`src/rtl/hazard_unit.sv`:
```
// Hazard detection and forwarding control for a 5-stage pipeline with a multi-cycle HI/LO unit.
// Optional performance counters are enabled by defining HAZARD_PERF_CNT_EN.
module hazard_unit #(
  parameter int unsigned MD_LATENCY  = 4,
  parameter logic [1:0]  DM2REG_LOAD = 2'b01,
  parameter int unsigned PERF_W      = 32
) (
  input  logic             clk,
  input  logic             rst,
  input  logic [4:0]       rs_d,
  input  logic [4:0]       rt_d,
  input  logic             branch_d,
  input  logic             j_src_d,
  input  logic             mfhilo_d,
  input  logic             hilo_we_d,
  input  logic [4:0]       rse,
  input  logic [4:0]       rte,
  input  logic [4:0]       rf_wae,
  input  logic             we_rege,
  input  logic [1:0]       dm2rege,
  input  logic             hilo_wee,
  input  logic [4:0]       rf_wam,
  input  logic             we_regm,
  input  logic [1:0]       dm2regm,
  input  logic [4:0]       rf_waw,
  input  logic             we_regw,
  output logic             stall_f,
  output logic             stall_d,
  output logic             flush_e,
  output logic             forward_ad,
  output logic             forward_bd,
  output logic [1:0]       forward_ae,
  output logic [1:0]       forward_be,
  output logic             md_busy
`ifdef HAZARD_PERF_CNT_EN
  ,
  output logic [PERF_W-1:0] stall_cnt,
  output logic [PERF_W-1:0] flush_cnt
`endif
);

  localparam int unsigned MdW = (MD_LATENCY > 1) ? $clog2(MD_LATENCY) : 1;

  // Register 0 is hardwired, so it never creates a dependency.
  function automatic logic reg_hit(input logic [4:0] a, input logic [4:0] b);
    return (a != 5'd0) && (a == b);
  endfunction

  logic lw_stall, br_stall, md_stall, stall;
  logic load_e, load_m;
  logic br_dep_e, br_dep_m;

  always_comb begin
    forward_ae = 2'b00;
    if (we_regm && reg_hit(rse, rf_wam))      forward_ae = 2'b10;
    else if (we_regw && reg_hit(rse, rf_waw)) forward_ae = 2'b01;

    forward_be = 2'b00;
    if (we_regm && reg_hit(rte, rf_wam))      forward_be = 2'b10;
    else if (we_regw && reg_hit(rte, rf_waw)) forward_be = 2'b01;

    forward_ad = we_regm && reg_hit(rs_d, rf_wam);
    forward_bd = we_regm && reg_hit(rt_d, rf_wam);
  end

  always_comb begin
    load_e   = we_rege && (dm2rege == DM2REG_LOAD);
    load_m   = we_regm && (dm2regm == DM2REG_LOAD);
    lw_stall = load_e && (reg_hit(rf_wae, rs_d) || reg_hit(rf_wae, rt_d));
    // Register jumps read only rs; branches compare both operands.
    br_dep_e = reg_hit(rf_wae, rs_d) || (branch_d && reg_hit(rf_wae, rt_d));
    br_dep_m = reg_hit(rf_wam, rs_d) || (branch_d && reg_hit(rf_wam, rt_d));
    br_stall = (branch_d || j_src_d) && ((we_rege && br_dep_e) || (load_m && br_dep_m));
    md_stall = md_busy && (mfhilo_d || hilo_we_d);
    stall    = !rst && (lw_stall || br_stall || md_stall);
    stall_f  = stall;
    stall_d  = stall;
    flush_e  = rst || stall;
  end

  if (MD_LATENCY > 1) begin : g_md
    localparam logic [MdW-1:0] MdReload = MdW'(MD_LATENCY - 1);

    logic [MdW-1:0] md_cnt_q, md_cnt_d;
    logic           md_busy_q;

    // A new HI/LO writer restarts the window even if one is still running.
    always_comb begin
      md_cnt_d = md_cnt_q;
      if (hilo_wee)              md_cnt_d = MdReload;
      else if (md_cnt_q != '0)   md_cnt_d = md_cnt_q - 1'b1;
    end

    always_ff @(posedge clk) begin
      if (rst) begin
        md_cnt_q  <= '0;
        md_busy_q <= 1'b0;
      end else begin
        md_cnt_q  <= md_cnt_d;
        md_busy_q <= (md_cnt_d != '0);
      end
    end

    assign md_busy = md_busy_q;
  end else begin : g_no_md
    assign md_busy = 1'b0;
  end

`ifdef HAZARD_PERF_CNT_EN
  logic [PERF_W-1:0] stall_cnt_q, flush_cnt_q;

  always_ff @(posedge clk) begin
    if (rst) begin
      stall_cnt_q <= '0;
      flush_cnt_q <= '0;
    end else begin
      if (stall_d && (stall_cnt_q != '1)) stall_cnt_q <= stall_cnt_q + 1'b1;
      if (flush_e && (flush_cnt_q != '1)) flush_cnt_q <= flush_cnt_q + 1'b1;
    end
  end

  assign stall_cnt = stall_cnt_q;
  assign flush_cnt = flush_cnt_q;
`endif

endmodule

```
`config.mk`:
```
export PLATFORM = sky130hd
export DESIGN_NAME = hazard_unit
export DESIGN_NICKNAME = d
export VERILOG_FILES = /design/src/rtl/hazard_unit.sv
export SDC_FILE = /design/constraint.sdc
export NUM_CORES = 1
export LEC_CHECK = 0
export BUFFER_PORTS_ARGS = -buffer_cell sky130_fd_sc_hd__buf_2
export CAP_MARGIN = 15
export CORE_MARGIN = 5
export CORE_UTILIZATION = 44
export CTS_BUF_LIST = sky130_fd_sc_hd__clkbuf_8
export CTS_CLUSTER_SIZE = 10
export DETAILED_ROUTE_END_ITERATION = 7
export GPL_ROUTABILITY_DRIVEN = 0
export PLACE_DENSITY = 0.87
export RECOVER_POWER = 100
export REMOVE_ABC_BUFFERS = 1
export SYNTH_ARGS = -nofsm -noshare
export SYNTH_HDL_FRONTEND = slang
export SYNTH_SLANG_ARGS = --single-unit
export TNS_END_PERCENT = 5
```
`constraint.sdc`:
```
create_clock -name clk -period 2.75 [get_ports clk]
set_input_delay 0.55 -clock clk [delete_from_list [all_inputs] [get_ports clk]]
set_output_delay 0.55 -clock clk [all_outputs]
set_load 0.01 [all_outputs]
```
**Word-level counts from Yosys, hierarchy flattened**

Cells that the tools add are included.

- Bits in registers: 3
- Input bits: 49
- Output and inout bits: 10
- Word-level logic and storage cells: 65

- $add $sub $neg: 1
- Equality and inequality tests: 12
- Multiplexer cells: 6
- Reductions and logical operators: 44

Operators with widths:

| cell | number |
|---|---|
| $eq 5x5->1 | 10 |
| $reduce_bool 5->1 | 6 |
| $logic_and 1x1->1 | 26 |
| $logic_or 1x1->1 | 9 |
| $mux 2 | 4 |
| $eq 2x1->1 const B | 2 |
| $reduce_bool 2->1 | 2 |
| $mux 1 | 2 |
| $sub 2x1->2 const B | 1 |
| $logic_not 1->1 | 1 |

**Logic depth before layout (Yosys ltp)**

Gate-level depths: netlist (run 1).

- Depth after elaboration: 11
- Gate-level depth with buffers: 7

**Least setup slack after synthesis (run 1)**

OpenSTA, ideal clock, no wires.

- Path type: input-to-output
- From: input rf_wam[4]
- To: output stall_f
- Arrival: 1.762 ns
- Required time: 2.200 ns
- Path slack: 0.438 ns
- Cell stages on the path: 7
- Cell sequence: buf_2 xnor2_1 nand3_1 nor3_1 o221ai_1 a21oi_1 buf_4

- Word-level cells in the longest chain between the ends: 10

Ends and longest elaborated chain:

| element | line | RTL |
|---|---|---|
| from (decl) | 22 | `input logic [4:0] rf_wam,` |
| $eq 5x5->1 or $reduce_bool 5->1 (tied branches) | 46 | `return (a != 5'd0) && (a == b);` |
| $logic_and 1x1->1 | 46 |  |
| $logic_and 1x1->1 | 72 | `br_dep_m = reg_hit(rf_wam, rs_d) \|\| (branch_d && reg_hit(rf_wam, rt_d));` |
| $logic_or 1x1->1 * | 72 |  |
| $logic_and 1x1->1 * | 73 | `br_stall = (branch_d \|\| j_src_d) && ((we_rege && br_dep_e) \|\| (load_m && br_dep_m));` |
| $logic_or 1x1->1 * | 73 |  |
| $logic_and 1x1->1 * | 73 |  |
| $logic_or 1x1->1 * (2 in series) | 75 | `stall = !rst && (lw_stall \|\| br_stall \|\| md_stall);` |
| $logic_and 1x1->1 * | 75 |  |
| to (decl) | 27 | `output logic stall_f,` |

Mark *: on every way between the ends. The rest lies on a longest branch, timed or not.

**Final worst setup path (run 1)**

- From: input rse[1]
- To: output forward_ae[0]

- Word-level cells in the longest chain between the ends: 5

Ends and longest elaborated chain:

| element | line | RTL |
|---|---|---|
| from (decl) | 16 | `input logic [4:0] rse,` |
| $eq 5x5->1 or $reduce_bool 5->1 (tied branches) | 46 |  |
| $logic_and 1x1->1 | 46 |  |
| $logic_and 1x1->1 | 56 | `else if (we_regw && reg_hit(rse, rf_waw)) forward_ae = 2'b01;` |
| $mux 1 | 56 |  |
| $mux 2 * | 55 | `if (we_regm && reg_hit(rse, rf_wam)) forward_ae = 2'b10;` |
| to (decl) | 32 | `output logic [1:0] forward_ae,` |

Marked as above.

==> results of run 1 <==
[worst min path at each step]
stage                          start                to  slack [ps]
floorplan           g_md.md_cnt_q[1]  g_md.md_cnt_q[1]         470
global placement    g_md.md_cnt_q[1]  g_md.md_cnt_q[0]         480
detailed placement  g_md.md_cnt_q[1]  g_md.md_cnt_q[0]         500
CTS                 g_md.md_cnt_q[1]  g_md.md_cnt_q[0]         510
global route        g_md.md_cnt_q[1]  g_md.md_cnt_q[1]         530
finish              g_md.md_cnt_q[1]  g_md.md_cnt_q[0]         500
[flip-flops by register name, summed over array words and instances, names as in the netlist]
name / cells
md_busy: 1
g_md.md_cnt_q: 2
[synthesized netlist by cell type (2+ instances only)]
cell and number:
a21oi_1 5, buf_2 3, buf_4 3, dfxtp_1 3, nand2_1 4, nand3_1 4, nand3b_1 2, nand4_1 5
nor2_1 6, nor2_4 2, nor3_1 3, nor4_2 4, o311a_1 2, or3_1 2, or4_4 2, xnor2_1 34
xor2_1 6
[cell families after synthesis]
family	share of synthesized area, %
AOI/OAI and AO/OA	11.35
xor gates and xnor gates	45.38
buffers and inverters	5.347
DFF	7.780
and+or+nand+nor	30.14
[cell type report]
type,instances,share of cell area (%)
clock buffer,3,3.860
clock inverter,1,0.3509
inverter,1,0.3509
multi-input combinational,88,61.52
sequential,3,5.614
tap,17,1.988
timing repair buffer,58,26.32
[where the power goes]
group	total (uW)	switching, uW	internal, uW
logic	150	74.4	75.4
clock network	121	26.1	94.8
registers	48.2	1.28	46.9
total	319	102	217
[stage by stage]
stage	hold slack [ps]	power, uW	setup WS [ps]	utilization (%)	instance area, sq um
after floorplan	467.0	125.8	587.1	-	734.5
after global placement	481.8	196.0	427.1	61.93	1046
final	502.4	318.8	277.0	63.33	1070
after detailed placement	498.6	201.3	314.5	61.93	1046
after CTS	505.3	324.5	303.7	64.59	1091
after global routing	531.4	343.6	143.1	63.33	1070
[routing by layer]
layer | routed length, um | GRT usage (%) | up-vias
met5 | 0 | 0 | -
met1 | 840 | 18.72 | 412
met2 | 1492 | 37.66 | 27
li1 | - | - | 456
met3 | 85 | 1.719 | 6
met4 | 61 | 10.04 | 0
[worst max-delay path: stages]
cell	delay (ps)
buf_2	130
or4_4	550
nor2_4	120
nor4_1	100
nor4_2	290
clkbuf_1	180
[layout by cell type, fill, tap and decap left out]
cell,instances
inv_1,2
nand4_1,5
o21ai_0,1
dfxtp_1,3
xor2_1,6
a21oi_1,5
buf_2,51
nor2b_1,1
o311a_1,2
xnor2_1,34
or3_1,2
o21a_1,1
nand3b_1,2
nor4_2,2
clkbuf_1,7
nand2_1,4
or4_4,2
nor2_1,6
o311ai_0,1
nor4_1,2
nand3_1,4
o22ai_1,1
clkbuf_8,3
o221ai_1,1
nor2_4,2
nor3_1,3
a31oi_1,1
==> impl_metrics.csv, run 1 <==
group,metric,value,unit
status,status,"completed",
timing,setup_viol_count_final,0,
final_layout,final_cell_count_no_fill,171,
final_layout,drive_gt1_share,38.96,%
hold_path,hp-class,"flop to flop",
floorplanning,die-area,2692,sq um
floorplanning,die_x,51.89,um
logic_synthesis,async_reset_ff_share,0,%
critical_path,crit_fanout,3,
global_route,grtUsageTotal,18.93,%
drt,drc,0,
timing,layout_min_cycle_time,2473,ps
global_route,antenna_found_initial,0,
timing,period_share,89.93,%
timing,finalClockSkew,3.794,ps
floorplanning,io_pins,59,
clock_tree,postCtsHoldBufs,0,
drt,detail_route.vias_per_cell,5.269,
clock_tree,cts_tree,"built",
clock_tree,cts_buffers,3,
timing,hold_violations,0,
logic_synthesis,synth_ff_type,"dfxtp_1",
logic_synthesis,ys_ff_latch,3,
global_route,grt_first_pass_wirelength,3.850,mm
place,io_buffers,58,
power_and_ir_drop,p_leak,0.0004357,uW
final_layout,multi_input_area,658.1,sq um
clock_tree,post_cts_buffers,0,
logic_synthesis,synth_top_area_share,38.57,%
logic_synthesis,ys_types,25,
final_layout,num_antenna_cells,0,
power_and_ir_drop,vdd_drop_max,391.5,uV
floorplanning,fp.coreArea,1689,sq um
global_route,first_global_vias,865,
global_route,grt_overflow,0,
final_layout,fin_nets,204,
logic_synthesis,synth_area_leaders,"xnor2_1 39%, dfxtp_1 7.8%, xor2_1 6.8%",
timing,worstMarginPinSlew,545.7,ps
critical_path,start_kind,"input port",
timing,slew_headroom,63.28,%
logic_synthesis,seq_area_frac_synth,7.780,%
clock_tree,cts_resized,0,
drt,ant_nets,0,
logic_synthesis,syn_area,772.0,sq um
clock_tree,clkLatencyLatePin,210,ps
logic_synthesis,postSynthCellCount,98,
power_and_ir_drop,p_per_area,298.0,nW/um^2
global_route,grt_start_max_net_pins,6,
critical_path,required,2200,ps
timing,rsz0062_at_grt,"false",
timing,setup-tns-final,0,ps
critical_path,critPathLaunch,"rse[1]",
timing,fmax,404.4,MHz
drt,wl_per_cell,14.50,um
place,placed_cells,167,
job,max_cap_violations,0,
logic_synthesis,synth_edf_count,0,
critical_path,rr_startpoint,"g_md.md_cnt_q[0]",
critical_path,ff2ff_setup_slack,2030,ps
critical_path,r2r-end,"md_busy",
floorplanning,row_count,15,
logic_synthesis,synth_area_leader_cell,"xnor2_1",
critical_path,r2r_cells,3,
clock_tree,ctsHtreeMaxLevel,1,
clock_tree,clock_sinks,3,
clock_tree,cts_buffer_depth,2,
timing,report.final.slew_viol_count,0,
drt,dr_total_vias,901,
logic_synthesis,synth_area_per_cell,7.877,sq um
drt,drt_wl_total,2.479,mm
clock_tree,clk_pin_slew,30,ps
final_layout,seqCellArea,60.06,sq um
critical_path,path_class,"input port to output port",
clock_tree,cts_root_buf,"clkbuf_8",
floorplanning,die_h,51.89,um
drt,drtPass1Iterations,4,
final_layout,fillers,156,
place,dp_hpwl,2.223,mm
final_layout,syn_to_final_growth,38.57,%
drt,drt_iter0_markers,12,
critical_path,critPathCapture,"forward_ae[0]",
floorplanning,start_util,45.70,%
logic_synthesis,yosys_warnings,0,
hold_path,hold_depth,2,
critical_path,critPathCaptureType,"output port",
critical_path,worst_ep_arrival_time,1920,ps
No activity file was read; power rests on OpenSTA's default activity.
==> run 2: changes to the inputs <==
- PLACE_DENSITY: 0.87 -> 0.84
==> run 2 against run 1 <==
  * Power rose by 0.63%
  * Critical path depth did not move
  * Final cell count is the same
  * Sequential share of layout area hardly changed
  * Wire length increased by 0.16%
  * Count of clock-buffer cells in the layout unchanged
  * Critical path type unchanged
  * Final area down 0.23%
  * Largest cell class unchanged
  * Via count grew 2.1%
==> impl_metrics.csv, run 2 (synthesis gave the netlist of run 1 again) <==
group,metric,value,unit
status,status,"completed",
final_layout,num_antenna_cells,0,
final_layout,drive_gt1_share,38.96,%
timing,hold_violations,0,
floorplanning,die-area,2692,sq um
clock_tree,cts_root_buf,"clkbuf_8",
job,max_cap_violations,0,
clock_tree,clkLatencyLatePin,210,ps
final_layout,fin_nets,204,
final_layout,syn_to_final_growth,38.25,%
floorplanning,row_count,15,
clock_tree,postCtsHoldBufs,0,
place,placed_cells,167,
drt,dr_total_vias,920,
drt,ant_nets,0,
critical_path,crit_fanout,3,
clock_tree,cts_buffers,3,
place,io_buffers,58,
floorplanning,die_h,51.89,um
drt,drc,0,
timing,rsz0062_at_grt,"false",
timing,slew_headroom,78.06,%
final_layout,final_cell_count_no_fill,171,
clock_tree,cts_buffer_depth,2,
clock_tree,clock_sinks,3,
floorplanning,fp.coreArea,1689,sq um
floorplanning,start_util,45.70,%
global_route,grt_first_pass_wirelength,3.836,mm
floorplanning,die_x,51.89,um
critical_path,path_class,"input port to output port",
clock_tree,cts_resized,0,
global_route,first_global_vias,892,
critical_path,worst_ep_arrival_time,1950,ps
timing,setup_viol_count_final,0,
timing,setup-tns-final,0,ps
clock_tree,cts_tree,"built",
critical_path,critPathCaptureType,"output port",
drt,drt_wl_total,2.483,mm
timing,finalClockSkew,1.631,ps
timing,layout_min_cycle_time,2502,ps
final_layout,layout_common_cells,"51 x buf_2, 34 x xnor2_1, 8 x nor2_1",
drt,drt_iter0_markers,14,
power_and_ir_drop,p_leak,0.0004342,uW
final_layout,regMostFlops,"g_md.md_cnt_q",
place,dp_hpwl,2.220,mm
drt,drtPass1Iterations,4,
drt,detail_route.vias_per_cell,5.380,
global_route,grtUsageTotal,19.26,%
timing,report.final.slew_viol_count,0,
floorplanning,io_pins,59,
clock_tree,clk_pin_slew,30,ps
global_route,antenna_found_initial,0,
power_and_ir_drop,vdd_drop_max,415.5,uV
critical_path,start_kind,"input port",
drt,wl_per_cell,14.52,um
timing,worstMarginPinSlew,326.5,ps
clock_tree,post_cts_buffers,0,
final_layout,layout_commonest_cell,"buf_2",
critical_path,required,2200,ps
clock_tree,ctsHtreeMaxLevel,1,
global_route,grt_start_max_net_pins,6,
timing,fmax,399.7,MHz
timing,period_share,90.97,%
global_route,grt_overflow,0,
power_and_ir_drop,p_per_area,300.6,nW/um^2
hold_path,hp-class,"flop to flop",
final_layout,largest_reg_flops,2,
## run 2: path summary, 6_finish.rpt
| path | startpoint | to | slack [ps] | cells after the start |
|---|---|---|---|---|
| max | rte[1] | forward_be[0] | 250 | 6 |
| min | g_md.md_cnt_q[1] | g_md.md_cnt_q[1] | 500 | 2 |
| max reg2reg | g_md.md_cnt_q[0] | md_busy | 2030 | 3 |
| min reg2reg | g_md.md_cnt_q[1] | g_md.md_cnt_q[1] | 500 | 2 |
## run 2: per-stage QoR
step	total power (uW)	cell area [sq um]	hold WS, ps	worst slack, ps	utilization [%]
floorplan	125.8	734.5	467.0	587.1	-
global placement	196.1	1046	478.8	422.1	61.93
detailed placement	201.4	1046	493.8	362.1	61.93
CTS	328.0	1091	501.9	326.9	64.59
global route	347.2	1067	539.0	177.8	63.19
finish	320.9	1067	496.5	248.2	63.19
## run 2: layout make-up
type / count / area [sq um]
tap: 17 / 21.27
sequential: 3 / 60.06
multi-input combinational: 88 / 655.6
clock buffer: 3 / 41.29
timing repair buffer: 58 / 281.5
inverter: 1 / 3.754
fill: 157 / 621.8
clock inverter: 1 / 3.754
## run 2: routing by layer
layer  global-route usage [%]  wire length, um  vias up
li1                         -                -      458
met1                    19.34              837      428
met2                    36.61             1460       24
met3                    2.865               87       10
met4                    11.35               97        0
met5                        0                0        -
## run 2: power by group
group	total [uW]	switching (uW)	internal [uW]
clock	123	27.9	94.9
sequential	48.3	1.43	46.9
combinational	150	74.4	75.4
## run 2: worst max-delay path: stages
cell	delay, ps
buf_2	120
or4_4	530
nor2_1	230
nor4_2	100
nor4_2	240
clkbuf_1	180
==> run 3: changes to the inputs <==
- HOLD_SLACK_MARGIN: default -> 0.02
- PLACE_DENSITY: 0.84 -> default
- PLACE_DENSITY_LB_ADDON: default -> 0.25
==> run 3 against run 2 <==
  * Count of clock-buffer cells in the layout did not move
  * Utilization is 0.074 points higher
  * Sequential cell count stayed put
  * Die area stayed put
  * First-iteration DRC count is 50% lower
  * Critical endpoint is now forward_ae[0]
  * Largest power group unchanged
==> impl_metrics.csv, run 3 (synthesis gave the netlist of run 1 again) <==
group,metric,value,unit
status,status,"completed",
clock_tree,clkLatencyLatePin,210,ps
floorplanning,row_count,15,
final_layout,layout_commonest_cell,"buf_2",
timing,setup_viol_count_final,0,
floorplanning,fp.coreArea,1689,sq um
final_layout,num_antenna_cells,0,
job,max_cap_violations,0,
global_route,grt_start_max_net_pins,6,
final_layout,layout_common_cells,"50 x buf_2, 34 x xnor2_1, 8 x clkbuf_1",
place,dp_hpwl,2.031,mm
clock_tree,postCtsHoldBufs,0,
drt,drt_wl_total,2.312,mm
timing,rsz0062_at_grt,"false",
clock_tree,cts_buffers,3,
floorplanning,die_x,51.89,um
drt,dr_total_vias,883,
power_and_ir_drop,p_per_area,299.4,nW/um^2
final_layout,regMostFlops,"g_md.md_cnt_q",
timing,period_share,88.30,%
critical_path,path_buf_inv,2,
clock_tree,cts_resized,0,
critical_path,start_kind,"input port",
final_layout,syn_to_final_growth,38.41,%
floorplanning,die-area,2692,sq um
drt,ant_nets,0,
critical_path,crit_fanout,3,
timing,slew_headroom,66.60,%
critical_path,ff2ff_setup_slack,2040,ps
critical_path,critPathCaptureType,"output port",
timing,setup-tns-final,0,ps
drt,drt_iter0_markers,7,
critical_path,cp_cell_sequence,"buf_2, or4_4, nor2_4, nor4_1, nor4_2, clkbuf_1",
clock_tree,clock_sinks,3,
global_route,first_global_vias,849,
timing,layout_min_cycle_time,2428,ps
timing,holdWs,501.8,ps
timing,hold_violations,0,
timing,fmax,411.8,MHz
timing,worstMarginPinSlew,496.4,ps
clock_tree,cts_buffer_depth,2,
clock_tree,clk_pin_slew,30,ps
hold_path,hp-class,"flop to flop",
global_route,grtUsageTotal,17.90,%
critical_path,crit_family,"simple AND/OR/NAND/NOR gates",
clock_tree,ctsHtreeMaxLevel,1,
critical_path,critPathMaxStageDelay,540,ps
final_layout,drive_gt1_share,38.31,%
final_layout,fin_nets,204,
final_layout,largest_reg_flops,2,
clock_tree,post_cts_buffers,0,
global_route,grt_overflow,0,
drt,wl_per_cell,13.52,um
drt,drc,0,
critical_path,worst_ep_arrival_time,1880,ps
clock_tree,cts_root_buf,"clkbuf_8",
power_and_ir_drop,vdd_drop_max,318.7,uV
floorplanning,start_util,45.70,%
drt,drtPass1Iterations,4,
floorplanning,io_pins,59,
global_route,grt_first_pass_wirelength,3.643,mm
floorplanning,die_h,51.89,um
place,io_buffers,58,
drt,detail_route.vias_per_cell,5.164,
timing,report.final.slew_viol_count,0,
power_and_ir_drop,p_leak,0.0004307,uW
clock_tree,cts_tree,"built",
critical_path,crit_slowest_cell,"or4_4",
timing,finalClockSkew,3.105,ps
critical_path,path_class,"input port to output port",
global_route,antenna_found_initial,0,
critical_path,required,2200,ps
## run 3: worst reg2reg max path: stages (launching register included)
cell	delay (ps)
dfxtp_1	310
inv_1	40
a21oi_1	170
a21oi_1	80
## run 3: layout make-up
cell class                      instances  area [sq um]
Timing Repair Buffer                   58         280.3
Tap cell                               17         21.27
Clock buffer                            3         41.29
Fill cell                             158         620.6
Inverter                                1         3.754
Sequential cell                         3         60.06
Multi-Input combinational cell         88         658.1
Clock inverter                          1         3.754
## run 3: routing by layer
layer | vias up | part of all wire [%] | GRT usage [%]
met3 | 2 | 6.0 | 2.865
met4 | 0 | 0.56 | 5.240
met5 | - | 0 | 0
met1 | 398 | 38 | 21.80
met2 | 27 | 55 | 31.80
li1 | 456 | - | -
## run 3: where the power goes
| group | leakage, uW | switching [uW] | total [uW] | internal [uW] |
|---|---|---|---|---|
| Sequential | 0.0000251 | 1.44 | 48.3 | 46.9 |
| Combinational | 0.000379 | 73.7 | 149 | 75.1 |
| Clock | 0.0000269 | 27.8 | 123 | 94.9 |
| Total | 0.000431 | 103 | 320 | 217 |
## run 3: per-stage QoR
stage / total power, uW / setup WS (ps) / cell area, sq um / util, % / std cells
3_3_place_gp: 196.2 / 435.0 / 1046 / 61.93 / 167
5_1_grt: 343.5 / 188.0 / 1069 / 63.26 / 171
4_1_cts: 326.1 / 343.8 / 1091 / 64.59 / 171
3_5_place_dp: 200.1 / 351.2 / 1046 / 61.93 / 167
6_report: 319.9 / 321.6 / 1069 / 63.26 / 171
2_1_floorplan: 125.8 / 587.1 / 734.5 / - / 92
## run 3: final timing paths
check	startpoint	endpoint	cells after the start
hold / removal	g_md.md_cnt_q[0]	g_md.md_cnt_q[1]	2
setup reg to reg	g_md.md_cnt_q[0]	md_busy	3
setup / recovery	rse[1]	forward_ae[0]	6
hold reg to reg	g_md.md_cnt_q[0]	g_md.md_cnt_q[1]	2
